**config.mk**
```make
export PLATFORM = sky130hd
export DESIGN_NAME = fetch_queue
export DESIGN_NICKNAME = d
export VERILOG_FILES = /design/src/rtl/fetch_pkg.sv /design/src/rtl/fetch_compact.sv /design/src/rtl/fetch_queue.sv
export SDC_FILE = /design/constraint.sdc
export NUM_CORES = 2
export LEC_CHECK = 0
export CORE_AREA = 8 8 371 373
export CTS_CLUSTER_SIZE = 8
export DETAILED_ROUTE_END_ITERATION = 8
export DIE_AREA = 0 0 379 381
export HOLD_SLACK_MARGIN = 0.12
export PLACE_DENSITY_LB_ADDON = 0.3
export SETUP_SLACK_MARGIN = 0.3
export SKIP_LAST_GASP = 1
export SYNTH_ARGS = -nofsm -noshare
export SYNTH_HDL_FRONTEND = slang
export SYNTH_HIERARCHICAL = 1
export SYNTH_SLANG_ARGS = --single-unit
```
**constraint.sdc**
```tcl
create_clock -name clk -period 13.75 [get_ports clk]
set_clock_uncertainty 0.15 [all_clocks]
set_input_delay 1.375 -clock clk [delete_from_list [all_inputs] [get_ports clk]]
set_output_delay 1.375 -clock clk [all_outputs]
set_load 0.02 [all_outputs]
```
**src/rtl/fetch_pkg.sv**
```systemverilog
// Shared types and helpers for the three-wide fetch queue: lane width, the
// {pc, instr} entry, and the valid-prefix length/mask helpers.
package fetch_pkg;

    localparam int FETCH_WIDTH = 3;
    localparam int INSTR_W     = 32;

    typedef struct packed {
        logic [INSTR_W-1:0] pc;
        logic [INSTR_W-1:0] instr;
    } fetch_entry_t;

    // Number of contiguous set bits starting at lane 0 (101 -> 1, 110 -> 0).
    function automatic logic [1:0] prefix_len(input logic [FETCH_WIDTH-1:0] v);
        if (!v[0])      return 2'd0;
        else if (!v[1]) return 2'd1;
        else if (!v[2]) return 2'd2;
        else            return 2'd3;
    endfunction

    function automatic logic [FETCH_WIDTH-1:0] prefix_mask(input logic [1:0] n);
        case (n)
            2'd0:    return 3'b000;
            2'd1:    return 3'b001;
            2'd2:    return 3'b011;
            default: return 3'b111;
        endcase
    endfunction

endpackage

```
**src/rtl/fetch_compact.sv**
```systemverilog
// Valid-prefix and nop-squash compaction of one fetch group. Only used when
// FETCH_QUEUE_NOP_SQUASH_EN is defined.
import fetch_pkg::*;

module fetch_compact (
    input  logic [FETCH_WIDTH-1:0] valid_i,
    input  fetch_entry_t           lanes_i [FETCH_WIDTH],
    output fetch_entry_t           lanes_o [FETCH_WIDTH],
    output logic [1:0]             count_o
);

    logic [1:0] keep_n;
    logic [1:0] packed_n;

    // NOTE: every variable written here is given a default first, so no path
    // through the loop leaves one unassigned and no latch is inferred.
    always_comb begin
        lanes_o  = '{default: '0};
        packed_n = 2'd0;
        keep_n   = prefix_len(valid_i);
        for (int k = 0; k < FETCH_WIDTH; k++) begin
            if (2'(k) < keep_n && lanes_i[k].instr != '0) begin
                lanes_o[packed_n] = lanes_i[k];
                packed_n          = packed_n + 2'd1;
            end
        end
        count_o = packed_n;
    end

endmodule

```
**src/rtl/fetch_queue.sv**
```systemverilog
// Three-wide in-order fetch->decode queue (circular buffer, explicit count).
// Optional nop squashing of fetched lanes: define FETCH_QUEUE_NOP_SQUASH_EN.
import fetch_pkg::*;

module fetch_queue #(
    parameter int DEPTH = 8,
    parameter int PTR_W = 3
) (
    input  logic                   clk,
    input  logic                   rst_n,
    input  logic                   flush,
    input  logic [FETCH_WIDTH-1:0] in_valid,
    input  logic [INSTR_W-1:0]     in_pc0,
    input  logic [INSTR_W-1:0]     in_pc1,
    input  logic [INSTR_W-1:0]     in_pc2,
    input  logic [INSTR_W-1:0]     in_instr0,
    input  logic [INSTR_W-1:0]     in_instr1,
    input  logic [INSTR_W-1:0]     in_instr2,
    output logic                   in_ready,
    output logic [FETCH_WIDTH-1:0] out_valid,
    output logic [INSTR_W-1:0]     out_pc0,
    output logic [INSTR_W-1:0]     out_pc1,
    output logic [INSTR_W-1:0]     out_pc2,
    output logic [INSTR_W-1:0]     out_instr0,
    output logic [INSTR_W-1:0]     out_instr1,
    output logic [INSTR_W-1:0]     out_instr2,
    input  logic [FETCH_WIDTH-1:0] out_take,
    output logic [PTR_W:0]         count
);

    localparam logic [PTR_W:0] DEPTH_C = (PTR_W+1)'(DEPTH);
    localparam logic [PTR_W:0] GROUP_C = (PTR_W+1)'(FETCH_WIDTH);

    fetch_entry_t     mem_q [DEPTH];
    logic [PTR_W-1:0] head_q, head_d;
    logic [PTR_W-1:0] tail_q, tail_d;
    logic [PTR_W:0]   count_q, count_d;

    fetch_entry_t     in_lanes   [FETCH_WIDTH];
    fetch_entry_t     enq_lanes  [FETCH_WIDTH];
    fetch_entry_t     head_lanes [FETCH_WIDTH];
    logic [1:0]       enq_avail, enq_n, deq_n, vis_n;

    assign in_lanes[0] = '{pc: in_pc0, instr: in_instr0};
    assign in_lanes[1] = '{pc: in_pc1, instr: in_instr1};
    assign in_lanes[2] = '{pc: in_pc2, instr: in_instr2};

`ifdef FETCH_QUEUE_NOP_SQUASH_EN
    fetch_compact u_compact (
        .valid_i (in_valid),
        .lanes_i (in_lanes),
        .lanes_o (enq_lanes),
        .count_o (enq_avail)
    );
`else
    assign enq_lanes = in_lanes;
    assign enq_avail = prefix_len(in_valid);
`endif

    // Status comes from registered count only; same-cycle pops never raise in_ready.
    assign in_ready  = (DEPTH_C - count_q) >= GROUP_C;
    assign vis_n     = (count_q >= GROUP_C) ? 2'd3 : count_q[1:0];
    assign out_valid = prefix_mask(vis_n);
    assign count     = count_q;

    assign enq_n = (in_ready && !flush) ? enq_avail : 2'd0;
    assign deq_n = flush ? 2'd0 : prefix_len(out_take & out_valid);

    always_comb begin
        head_d  = head_q + PTR_W'(deq_n);
        tail_d  = tail_q + PTR_W'(enq_n);
        count_d = count_q + (PTR_W+1)'(enq_n) - (PTR_W+1)'(deq_n);
        if (flush) begin
            head_d  = '0;
            tail_d  = '0;
            count_d = '0;
        end
    end

    always_comb begin
        for (int k = 0; k < FETCH_WIDTH; k++) begin
            head_lanes[k] = out_valid[k] ? mem_q[head_q + PTR_W'(k)] : '0;
        end
    end

    assign out_pc0    = head_lanes[0].pc;
    assign out_pc1    = head_lanes[1].pc;
    assign out_pc2    = head_lanes[2].pc;
    assign out_instr0 = head_lanes[0].instr;
    assign out_instr1 = head_lanes[1].instr;
    assign out_instr2 = head_lanes[2].instr;

    // NOTE: sequential state uses non-blocking assignments so every register
    // samples pre-edge values regardless of process ordering.
    always_ff @(posedge clk or negedge rst_n) begin
        if (!rst_n) begin
            head_q  <= '0;
            tail_q  <= '0;
            count_q <= '0;
        end else begin
            head_q  <= head_d;
            tail_q  <= tail_d;
            count_q <= count_d;
        end
    end

    // NOTE: storage is deliberately not reset; count gates every read, so stale
    // entries are never visible and the array can map onto plain RAM.
    always_ff @(posedge clk) begin
        for (int k = 0; k < FETCH_WIDTH; k++) begin
            if (2'(k) < enq_n) begin
                mem_q[tail_q + PTR_W'(k)] <= enq_lanes[k];
            end
        end
    end

endmodule

```
==> flow_summary.ini <==
[run_status]
outcome = finished, final reports clean

[placed_design]
place_hpwl_um = 93400
detailed_place.area_um2 = 43500
dp_slack_ps = 7830
port-buffer-count = 400
globalplace.congestion = 0.784

[clock_network]
cts.sinks = 522
cts_buffers = 77
clkSlewWorstSetupHoldPaths_ps = 60
cts_resized = 0
hold_buffers = 0
cts_max_level = 3
cts_tree = yes
insertion_delay_ps = 630
post_cts_buffers = 0
cts_max_path_buffers = 3
root_buffer = clkbuf_16

[sta]
setup_slack_ps = 7220
period_share = 0.475
worst_slew_pin_slew_ps = 1120
finalSetupViolCount = 0
slew_headroom = 0.255
setup_tns_ps = 0
fmax_mhz = 153
rsz0062_at_grt = false
min_period_ps = 6530
drv_slew = 0
hold_viol_final = 0

[pwr]
p_comb_frac = 0.455
p_total_mw = 6.79
p_int_mw = 4.18
ir_worst_vdd_mv = 0.114
leakage_nw = 16.5
switching_share = 0.385
p_seq_frac = 0.287
p_switching_mw = 2.61
pwr_density_cell_nw_per_um2 = 149
clock_power_share = 0.258

[routing]
viasPerCell = 5.64
drtAntennaViolNets = 0
drt_iter0_drc = 3350
wl_per_cell_um = 29.2
vias = 30548
dr.pass1.iters = 6
routed_wirelength_um = 158000
drc = 0

[synthesis]
synth_top_area_share = 0.392
synth_xor_xnor_area_share = 0.00179
syn_nets = 3786
yosysWarnings = 6
synth-compound-area-share = 0.0874
yosysUniqueCellTypes = 46
synth_commonest_cells = nand2_1, mux2i_1, edfxtp_1
synthMostInstantiatedCell = nand2_1
syn_avg_cell_area_um2 = 11.0
yosysTopAreaCell = edfxtp_1
synthCells = 3572
ys_seq_elements = 522
synth_top_family_by_area = multiplexers
synthSimpleGateAreaFrac = 0.0942
async_reset_ff_frac = 0.0192
synthAdderAreaFrac = 0.00492
syn_area_um2 = 39200
synth.area.top_cells = edfxtp_1, mux4_2, mux2i_1
synth_flop_cell = edfxtp_1
synth_edf_count = 512
muxShareOfSynthArea = 0.344
ys_seq_area_frac = 0.399

[global_route]
grt_max_degree = 130
grt_overflow_total = 0
grt_pass1_wl_um = 224000
antenna_found_initial = 23
grt_pass1_vias = 30544
gr-usage-all-layers = 0.211

[finish]
design_area_um2 = 45600
nNetsFinal = 3826
area_growth_pct = 16.4
drive_gt1_frac = 0.148

[worst_setup_path]
cp_max_fo = 56
slowest_stage = buf_4
cpPeakStageDelay_ps = 760
crit_path_start_kind = register
end_kind = output pin
crit_arrival_ps = 5000
cp_common_cell = buf_4
path_cells = buf_4 -> buf_4 -> buf_4 -> mux4_2 -> nand2_1 -> a21oi_1 -> clkdlybuf4s50_1
critPathRequiredTime_ps = 12230
crit_type = reg2out
crit_buf_inv = 4
path_delay_family = buffers and inverters
cp.depth = 7
reg2reg_depth = 6

[floorplanning]
dieHeight_um = 381
die_w_um = 379
ios = 401
initial_core_util = 0.297
dieArea_um2 = 144000
std_cell_rows = 134
core_area_um2 = 132000

[job]
maxCapViolations = 0

[worst_hold_path]
whs_path_depth = 4
hp-class = reg2reg
[power by group through the flow]
stage	sequential (mW)	clock (mW)	combinational, mW
2_1_floorplan	1.94	0	1.78
3_3_place_gp	1.98	0	3.10
3_5_place_dp	1.98	0	3.11
4_1_cts	1.95	1.79	3.12
5_1_grt	1.96	1.84	3.25
6_report	1.95	1.75	3.09
[final cells by class]
class	instances	area [µm²]
Antenna cell	18	45.0
Clock buffer	90	2020
Timing Repair Buffer	463	4550
Clock inverter	9	72.6
Tap cell	1768	2210
Fill cell	13037	86500
Sequential cell	522	15600
Multi-Input combinational cell	2529	21000
Inverter	19	76.3
[routing by layer]
| metal | vias up | part of all wire | global-route usage |
|---|---|---|---|
| met1 | 15274 | 0.39 | 0.263 |
| met5 | - | 0.00018 | 0 |
| met3 | 329 | 0.079 | 0.0377 |
| met2 | 1663 | 0.49 | 0.364 |
| met4 | 4 | 0.037 | 0.0762 |
| li1 | 13278 | - | - |
[per-stage QoR]
| step | std cells | hold WS [ps] | util |
|---|---|---|---|
| 2_1_floorplan | 3572 | 462 | - |
| 3_3_place_gp | 5301 | 630 | 0.329 |
| 3_5_place_dp | 5301 | 637 | 0.329 |
| 4_1_cts | 5400 | 655 | 0.345 |
| 5_1_grt | 5414 | 715 | 0.345 |
| 6_report | 5418 | 647 | 0.345 |
[cell usage in the layout, fill, tap and decap left out, types with 2 or more instances in the layout]
| cell | count |
|---|---|
| nand2_1 | 580 |
| mux2i_1 | 547 |
| edfxtp_1 | 512 |
| a21oi_1 | 419 |
| clkdlybuf4s50_1 | 400 |
| mux4_2 | 355 |
| nor2_1 | 304 |
| o21ai_1 | 174 |
| o21ai_0 | 82 |
| clkbuf_16 | 79 |
| buf_4 | 57 |
| diode_2 | 18 |
| inv_1 | 17 |
| clkbuf_1 | 11 |
| ha_1 | 8 |
| dfrtp_1 | 7 |
| nor2b_1 | 6 |
| buf_12 | 6 |
| nand4_1 | 5 |
| nand2_4 | 5 |
| nor3_4 | 4 |
| fa_1 | 4 |
| xor2_1 | 3 |
| nand3_4 | 3 |
| xnor2_1 | 3 |
| clkinv_2 | 3 |
| inv_6 | 3 |
| dfrtp_4 | 3 |
| inv_4 | 2 |
| nor4b_4 | 2 |
| nand4_4 | 2 |
| nand4b_1 | 2 |
[sequential cells by signal, summed over array words and instances, names as in the netlist]
signal	count
count	4
mem_q	512
head_q	3
tail_q	3
[cells by family after synthesis]
| kind of cell | count (synthesis) |
|---|---|
| multiplexers | 902 |
| XOR/XNOR | 8 |
| buffers and inverters | 521 |
| AND/OR/NAND/NOR | 925 |
| flip-flops | 522 |
| adder cells (fa/ha/maj) | 13 |
| AO/OA/AOI/OAI | 681 |
[path summary, 6_finish.rpt]
| check | startpoint | endpoint | slack (ps) |
|---|---|---|---|
| worst max-delay path | head_q[2] | out_instr2[21] | 7220 |
| max in group asynchronous | rst_n | head_q[0] | 12000 |
| worst min register to register | count[3] | count[3] | 650 |
| worst max register to register | tail_q[0] | mem_q[5][23] | 9280 |
| worst min-delay path | count[3] | count[3] | 650 |
| min in group asynchronous | rst_n | head_q[2] | 980 |
[worst reg2reg max path: stages (launching register included)]
cell	delay, ps
dfrtp_1	540
ha_1	320
xnor2_1	200
nor2_1	370
nand3_4	710
nand2_4	910
buf_4	790
Note: power is estimated with default switching activity, not from simulation.
